### config.mk
export PLATFORM = sky130hd
export DESIGN_NAME = bcd_updown_counter_n
export DESIGN_NICKNAME = d
export VERILOG_FILES = /design/src/rtl/bcd_updown_counter_n.sv
export SDC_FILE = /design/constraint.sdc
export NUM_CORES = 1
export LEC_CHECK = 0
export CELL_PAD_IN_SITES_DETAIL_PLACEMENT = 1
export CELL_PAD_IN_SITES_GLOBAL_PLACEMENT = 1
export CORE_MARGIN = 4
export CORE_UTILIZATION = 34
export CTS_CLUSTER_DIAMETER = 80
export DETAILED_ROUTE_END_ITERATION = 10
export PLACE_DENSITY = 0.8
export SETUP_SLACK_MARGIN = 0.3
export SLEW_MARGIN = 30
export SYNTH_ARGS = -nofsm -noshare
export SYNTH_HDL_FRONTEND = slang
export SYNTH_SLANG_ARGS = --single-unit
### constraint.sdc
create_clock -name clk -period 2.25 [get_ports clk]
set_clock_uncertainty 0.2 [all_clocks]
set_input_delay 0.5625 -clock clk [delete_from_list [all_inputs] [get_ports clk]]
set_output_delay 0.5625 -clock clk [all_outputs]
set_load 0.05 [all_outputs]
### src/rtl/bcd_updown_counter_n.sv
// -----------------------------------------------------------------------------
// bcd_updown_counter_n
//   Multi-digit BCD (decade) up/down counter with synchronous load, count
//   enable, terminal-count flag and a one-cycle wrap pulse.
//
//   Optional build macro: BCD_CNT_SATURATE_EN
//     defined   -> counter saturates at all-9 (up) / all-0 (down), wrapped = 0
//     undefined -> counter wraps all-9 -> all-0 (up) and all-0 -> all-9 (down)
//
// Parameters
//   DIGITS        number of BCD decades (1..8), count width = 4*DIGITS
//   CLEAR_TO_MAX  1: clear loads all digits with 9, 0: clear loads all zeros
//
// Ports
//   clk         in   rising-edge clock
//   clear       in   asynchronous active-high reset
//   en          in   count enable
//   up          in   direction, 1 = increment, 0 = decrement
//   load        in   synchronous load strobe (priority over en)
//   load_value  in   BCD value to load, digit i at [4i+3:4i]; digits >9 clamp to 9
//   count       out  registered BCD count
//   tc          out  terminal count (combinational), high the cycle before a wrap
//   wrapped     out  registered one-cycle pulse after a full wrap
// -----------------------------------------------------------------------------
module bcd_updown_counter_n #(
  parameter int DIGITS       = 2,
  parameter bit CLEAR_TO_MAX = 1'b1
) (
  input  logic                  clk,
  input  logic                  clear,
  input  logic                  en,
  input  logic                  up,
  input  logic                  load,
  input  logic [4*DIGITS-1:0]   load_value,
  output logic [4*DIGITS-1:0]   count,
  output logic                  tc,
  output logic                  wrapped
);

  localparam int W = 4 * DIGITS;

  // Replicate one BCD digit across every decade.
  function automatic logic [W-1:0] fill_digits(input logic [3:0] d);
    logic [W-1:0] v;
    v = '0;
    for (int i = 0; i < DIGITS; i++) begin
      v[4*i +: 4] = d;
    end
    return v;
  endfunction

  // Clamp any non-BCD digit (A..F) to 9, leaving valid digits untouched.
  function automatic logic [W-1:0] clamp_bcd(input logic [W-1:0] v);
    logic [W-1:0] r;
    r = v;
    for (int i = 0; i < DIGITS; i++) begin
      if (v[4*i +: 4] > 4'd9) begin
        r[4*i +: 4] = 4'd9;
      end
    end
    return r;
  endfunction

  // One BCD step with a ripple borrow/carry: a digit moves only while every
  // lower digit has just rolled over (9->0 up, 0->9 down).
  function automatic logic [W-1:0] bcd_step(input logic [W-1:0] v, input logic inc);
    logic [W-1:0] r;
    logic         c;
    logic [3:0]   d;
    r = v;
    c = 1'b1;
    for (int i = 0; i < DIGITS; i++) begin
      d = v[4*i +: 4];
      if (c) begin
        if (inc) begin
          if (d == 4'd9) begin
            r[4*i +: 4] = 4'd0;
          end else begin
            r[4*i +: 4] = d + 4'd1;
            c = 1'b0;
          end
        end else begin
          if (d == 4'd0) begin
            r[4*i +: 4] = 4'd9;
          end else begin
            r[4*i +: 4] = d - 4'd1;
            c = 1'b0;
          end
        end
      end
    end
    return r;
  endfunction

  localparam logic [W-1:0] ALL_NINE  = fill_digits(4'd9);
  localparam logic [W-1:0] ALL_ZERO  = '0;
  localparam logic [W-1:0] CLEAR_VAL = CLEAR_TO_MAX ? ALL_NINE : ALL_ZERO;

  logic [W-1:0] count_p0;
  logic         wrapped_p0;
  logic [W-1:0] count_nxt;
  logic         wrapped_nxt;

  // Boundary of the current direction; load masks it because load wins.
  assign tc = en & ~load & (up ? (count_p0 == ALL_NINE) : (count_p0 == ALL_ZERO));

  always_comb begin
    count_nxt   = count_p0;
    wrapped_nxt = 1'b0;
    if (load) begin
      count_nxt = clamp_bcd(load_value);
    end else if (en) begin
      if (tc) begin
`ifdef BCD_CNT_SATURATE_EN
        count_nxt   = count_p0;
        wrapped_nxt = 1'b0;
`else
        count_nxt   = up ? ALL_ZERO : ALL_NINE;
        wrapped_nxt = 1'b1;
`endif
      end else begin
        count_nxt = bcd_step(count_p0, up);
      end
    end
  end

  // Stage p0: count / wrap registers
  always_ff @(posedge clk or posedge clear) begin
    if (clear) begin
      count_p0   <= CLEAR_VAL;
      wrapped_p0 <= 1'b0;
    end else begin
      count_p0   <= count_nxt;
      wrapped_p0 <= wrapped_nxt;
    end
  end

  assign count   = count_p0;
  assign wrapped = wrapped_p0;

endmodule

==> flow_metrics.env, run 1 <==
export IMPL_synth_edff_count=0
export IMPL_avgSynthCellArea_sq_um=8.16
export IMPL_cp_max_fo=12
export IMPL_io_buffers=22
export IMPL_synth_top_area_share=0.149
export IMPL_grt_max_degree=13
export IMPL_syn_to_final_growth_pct=57.7
export IMPL_r2r_slack_ns=0.36
export IMPL_drive_gt1_frac=0.410
export IMPL_grt_remaining_overflow=0
export IMPL_fmax_ghz=0.431
export IMPL_yosys_warnings=0
export IMPL_cts_buffers=3
export IMPL_peakVddDrop_uv=480
export IMPL_yosys_cell_count_top_type="o21ai_0"
export IMPL_clock_latency_ns=0.26
export IMPL_run_status="complete, but fails checks"
export IMPL_synthesis_area_sq_um=841
export IMPL_drv_cap=0
export IMPL_synth_area_leaders="dfrtp_1 (15%), dfstp_2 (13%), o21ai_0 (7.7%)"
export IMPL_slew_headroom=0.660
export IMPL_drtPass1Iterations=4
export IMPL_slowest_stage="dfstp_2"
export IMPL_clk_pin_slew_ns=0.06
export IMPL_cts_tree="done"
export IMPL_path_cells="buf_4 -> nor2_1 -> a2bb2oi_2 -> nor4_4 -> buf_12"
export IMPL_synth_area_leader_cell="dfrtp_1"
export IMPL_hp_class="input pin to async pin"
export IMPL_start_kind="flop"
export IMPL_worst_path_buf_inv=2
export IMPL_io_pins=23
export IMPL_dr_total_vias=971
export IMPL_max_stage_delay_ns=0.38
export IMPL_drc=0
export IMPL_p_leak_uw=0.000583
export IMPL_tightestPinTransition_ns=0.512
export IMPL_critPathArrivalTime_ns=1.56
export IMPL_antenna_found_initial=0
export IMPL_cts_sinks=9
export IMPL_htreeDepth=1
export IMPL_drv_slew=0
export IMPL_power_density_mw_per_mm2=608
export IMPL_endpoint_kind="output port"
export IMPL_initial_utilization=0.369
export IMPL_fp_dieH_um=57.7
export IMPL_dieArea_sq_mm=0.00333
export IMPL_track_usage=0.181
export IMPL_rsz0062_at_grt="true"
export IMPL_ctsRootBufferMaster="clkbuf_4"
export IMPL_worstPathRequired_ns=1.49
export IMPL_holdWs_ns=0.377
export IMPL_nNetsFinal=158
export IMPL_ys_ff_latch=9
export IMPL_synth_seq_area_share=0.274
export IMPL_period_minus_slack_ns=2.32
export IMPL_fin_ws_ns=-0.0712
export IMPL_core_area_sq_mm=0.00228
export IMPL_dp_cells=160
export IMPL_drt_iter0_drc=14
export IMPL_via_per_inst=5.65
export IMPL_syn_inst=103
export IMPL_drtAntennaViolNets=0
export IMPL_finalHoldViolCount=0
export IMPL_violations="setup timing"
export IMPL_gp_congestion=0.809
export IMPL_grt_pass1_wl_um=4620
export IMPL_synth_net_count=116
export IMPL_min_period_over_period=1.03
export IMPL_rows=17
export IMPL_post_dp_hpwl_um=2090
export IMPL_synth_ff_type="dfrtp_1"
export IMPL_die_x_um=57.7
export IMPL_post_drt_wl_per_cell_um=17.0
export IMPL_diodes=0
export IMPL_routed_wirelength_um=2920
export IMPL_cpLargestDelayFamily="simple AND/OR/NAND/NOR gates"
export IMPL_setup_violations=1
export IMPL_setup_worst_path_class="flop to output port"
export IMPL_synth_cell_type_count=41
export IMPL_stdcell_count=172
export IMPL_async_reset_ff_frac=1.00
export IMPL_stdcell_area_sq_mm=0.00133
export IMPL_place_area_sq_mm=0.00120
export IMPL_grt_pass1_vias=980
export IMPL_ys_top_cells_by_count="o21ai_0 (13), nor2_1 (8), inv_1 (6), nand3_1 (6)"
export IMPL_cts_buffer_depth=2
export IMPL_hold_buffers=0
==> power breakdown <==
group / internal, uW / switching [uW]
clock: 68.5 / 58.3
combinational: 210 / 251
sequential: 192 / 26.7
==> timing repair <==
| item | in CTS | in global routing |
|---|---|---|
| setup buffers | 5 | 3 |
| setup endpoints to repair | 8 | 7 |
| pin swaps | 3 | 3 |
| resized for setup | 9 | 9 |
==> sequential cells by signal (all words and copies together), names as in the netlist <==
name	flops
count	8
wrapped	1
==> through the flow <==
step	utilization	setup WS, ns	setup TNS (ns)	total power, uW
floorplan	-	-0.208	-0.248	471
global placement	0.527	-0.346	-1.33	626
detailed placement	0.527	-0.385	-1.52	641
CTS	0.561	-0.154	-0.154	790
global route	0.583	-0.137	-0.137	855
finish	0.583	-0.0712	-0.0712	807
==> metal layers <==
metal / vias up / part of all wire / track usage / wire [um]
met2: 30 / 0.53 / 0.348 / 1560
met5: - / 0 / 0 / 0
met1: 465 / 0.38 / 0.188 / 1110
met3: 14 / 0.037 / 0.0356 / 107
met4: 0 / 0.049 / 0.0762 / 144
li1: 462 / - / - / -
==> layout make-up <==
cell class / count / area, sq um
fillers: 269 / 950
well taps: 28 / 35.0
clock buffers: 4 / 26.3
inverters: 6 / 22.5
multi-input cells: 78 / 549
flip-flops and latches: 9 / 231
repair buffers: 47 / 462
==> kinds of logic (layout without fill, tap and decap cells) <==
family,count (synthesis),in the layout,synth area share
and+or+nand+nor,39,39,0.278
AOI/OAI and AO/OA,34,34,0.274
buffers and inverters,16,57,0.119
DFF,9,9,0.274
xor gates and xnor gates,3,3,0.0313
muxes,2,2,0.0238
==> final timing paths <==
kind,startpoint,to,cells past startpoint
max reg2reg,count[0],count[7],7
max,count[0],tc,5
min in group clk,count[4],count[4],2
max in group asynchronous,clear,count[7],2
min,clear,count[2],2
min reg2reg,count[4],count[4],2
==> placed cells by master (no fill, tap or decap), types with 3 or more instances in the layout <==
cell,count
buf_4,28
buf_12,6
clkdlybuf4s50_1,9
dfstp_2,4
inv_1,4
dfrtp_1,4
nor2_1,7
a21oi_1,3
o21ai_0,12
clkbuf_4,3
nand2_1,4
nand3_1,5
Note: power is estimated with default switching activity, not from simulation.
==> run 2, diff against run 1 <==
--- a/config.mk
+++ b/config.mk
@@ -11,6 +11,7 @@
 export CORE_UTILIZATION = 34
 export CTS_CLUSTER_DIAMETER = 80
 export DETAILED_ROUTE_END_ITERATION = 10
+export HOLD_SLACK_MARGIN = 0.02
 export PLACE_DENSITY = 0.8
 export SETUP_SLACK_MARGIN = 0.3
 export SLEW_MARGIN = 30
==> results of run 2 <==
Final layout, timing and power as in run 1 (identical DEF).
==> run 3, diff against run 2 <==
==> constraint.sdc (replaced) <==
create_clock -name clk -period 2.35 [get_ports clk]
set_clock_uncertainty 0.2 [all_clocks]
set_input_delay 0.5875 -clock clk [delete_from_list [all_inputs] [get_ports clk]]
set_output_delay 0.5875 -clock clk [all_outputs]
set_load 0.05 [all_outputs]
==> run 3 against run 2 <==
Effect of this change:
- clock power decreased by 8%
- count of clock-buffer cells in the layout decreased by 1
- sequential share of layout area increased by 1.3 points
- worst setup slack improved by 0.052 ns
- combinational power decreased by 13%
- register-to-register slack about the same
- wire length decreased by 5.7%
- critical path depth unchanged
- utilization decreased by 4.0 points
- design area decreased by 6.9%
- sequential cell count unchanged
- non-clock buffer count decreased by 3
- the flow still finishes with violations (setup timing)
==> flow_metrics.env, run 3 (synthesis results as in run 1) <==
export IMPL_slowest_stage="nor4_4"
export IMPL_initial_utilization=0.369
export IMPL_finalHoldViolCount=0
export IMPL_antenna_found_initial=0
export IMPL_cts_tree="done"
export IMPL_htreeDepth=1
export IMPL_track_usage=0.176
export IMPL_routed_wirelength_um=2760
export IMPL_violations="setup timing"
export IMPL_slew_headroom=0.683
export IMPL_drt_iter0_drc=18
export IMPL_use_met1=0.185
export IMPL_path_cells="dlygate4sd2_1 -> inv_2 -> nand3_2 -> nor4_4 -> buf_12"
export IMPL_place_area_sq_mm=0.00115
export IMPL_fmax_ghz=0.422
export IMPL_hp_class="input pin to async pin"
export IMPL_cts_sinks=9
export IMPL_met2_usage=0.355
export IMPL_endpoint_kind="output port"
export IMPL_multi_input_area_sq_um=527
export IMPL_cts_buffer_depth=2
export IMPL_hold_buffers=0
export IMPL_setup_worst_path_class="input pin to output port"
export IMPL_via_per_inst=5.54
export IMPL_stdcell_count=169
export IMPL_worstPathRequired_ns=1.56
export IMPL_largest_reg_flops=8
export IMPL_drv_slew=0
export IMPL_grt_busiest_layer="met2"
export IMPL_drc=0
export IMPL_fin_ws_ns=-0.0195
export IMPL_p_leak_uw=0.000545
export IMPL_drive_gt1_frac=0.376
export IMPL_stdcell_area_sq_mm=0.00123
export IMPL_setup_worst_path_start="load"
export IMPL_power_density_mw_per_mm2=589
export IMPL_rows=17
export IMPL_io_pins=23
export IMPL_critPathArrivalTime_ns=1.58
export IMPL_dp_cells=158
export IMPL_cts_buffers=3
export IMPL_io_buffers=22
export IMPL_worst_path_buf_inv=3
export IMPL_clk_pin_slew_ns=0.06
export IMPL_rsz0062_at_grt="true"
export IMPL_diodes=0
export IMPL_start_kind="input pin"
export IMPL_drv_cap=0
export IMPL_grt_max_degree=13
export IMPL_syn_to_final_growth_pct=46.9
export IMPL_core_area_sq_mm=0.00228
export IMPL_fin_setup_tns_ns=-0.0195
export IMPL_max_stage_delay_ns=0.37
export IMPL_post_dp_hpwl_um=2100
export IMPL_tightestPinTransition_ns=0.469
export IMPL_ctsRootBufferMaster="clkbuf_4"
export IMPL_fp_dieH_um=57.7
export IMPL_final_cell_mix="buf_4 (28), o21ai_0 (13), clkdlybuf4s50_1 (9)"
export IMPL_cp_max_fo=3
export IMPL_r2r_start="count[0]"
export IMPL_clock_latency_ns=0.26
export IMPL_gp_congestion=0.801
export IMPL_grtUsageMet3=0.0334
export IMPL_post_place_ws_ns=-0.352
export IMPL_grt_pass1_vias=967
export IMPL_die_x_um=57.7
export IMPL_nFillCells=277
export IMPL_run_status="complete, but fails checks"
export IMPL_nNetsFinal=155
export IMPL_period_minus_slack_ns=2.37
export IMPL_final_common_cell="buf_4"
export IMPL_peakVddDrop_uv=461
export IMPL_regArea_sq_um=231
export IMPL_setup_violations=1
export IMPL_grt_pass1_wl_um=4600
export IMPL_grt_remaining_overflow=0
export IMPL_dr_total_vias=937
export IMPL_drtPass1Iterations=4
export IMPL_cpLargestDelayFamily="buffers and inverters"
export IMPL_post_drt_wl_per_cell_um=16.3
export IMPL_drtAntennaViolNets=0
export IMPL_min_period_over_period=1.01
export IMPL_dieArea_sq_mm=0.00333
run 3: changes by cell type in the layout (fill, tap and decap cells not counted), sizes merged:
| cell | before | now |
|---|---|---|
| buf | 34 | 32 |
| clkbuf | 4 | 3 |
| dlygate4sd2 | 2 | 3 |
| clkinv | 0 | 1 |
| clkdlybuf4s15 | 1 | 0 |
| dlymetal6s2s | 1 | 0 |
run 3: routing by layer:
| metal | vias to the layer above | part of all wire |
|---|---|---|
| met1 | 462 | 0.39 |
| li1 | 450 | - |
| met5 | - | 0 |
| met3 | 2 | 0.030 |
| met4 | 0 | 0.0054 |
| met2 | 23 | 0.57 |
run 3: what timing repair did:
item	in CTS	in global routing
resized for setup	11	2
setup endpoints to repair	7	5
buffers inserted	4	3
pin swaps	4	2
run 3: final timing paths:
check	end	depth (start not counted)	slack, ns
max reg2reg	count[7]	7	0.36
min in group clk	count[0]	2	0.41
max in group asynchronous	count[3]	2	1.26
max	tc	5	-0.02
min reg2reg	count[0]	2	0.41
min	count[6]	2	0.39
run 3: power by group:
part / leakage (uW) / switching [uW] / total (uW) / internal [uW]
Clock: 0.0000177 / 54.7 / 117 / 62.8
Sequential: 0.000104 / 26.1 / 209 / 183
Combinational: 0.000424 / 230 / 400 / 170
Total: 0.000545 / 311 / 727 / 416
run 3: cell type report:
cell class / instances / area share
clock inverters: 1 / 0.00405
inverters: 6 / 0.0182
well taps: 28 / 0.0284
repair buffers: 44 / 0.317
clock buffers: 3 / 0.0182
flip-flops and latches: 9 / 0.187
multi-input cells: 78 / 0.427
run 3: stage by stage:
step                       util  hold slack [ns]  power [uW]
after floorplan               -            0.212         451
after global placement    0.504            0.394         569
after detailed placement  0.504            0.409         584
after CTS                 0.531            0.405         718
after global routing      0.543            0.422         775
final                     0.543            0.393         727
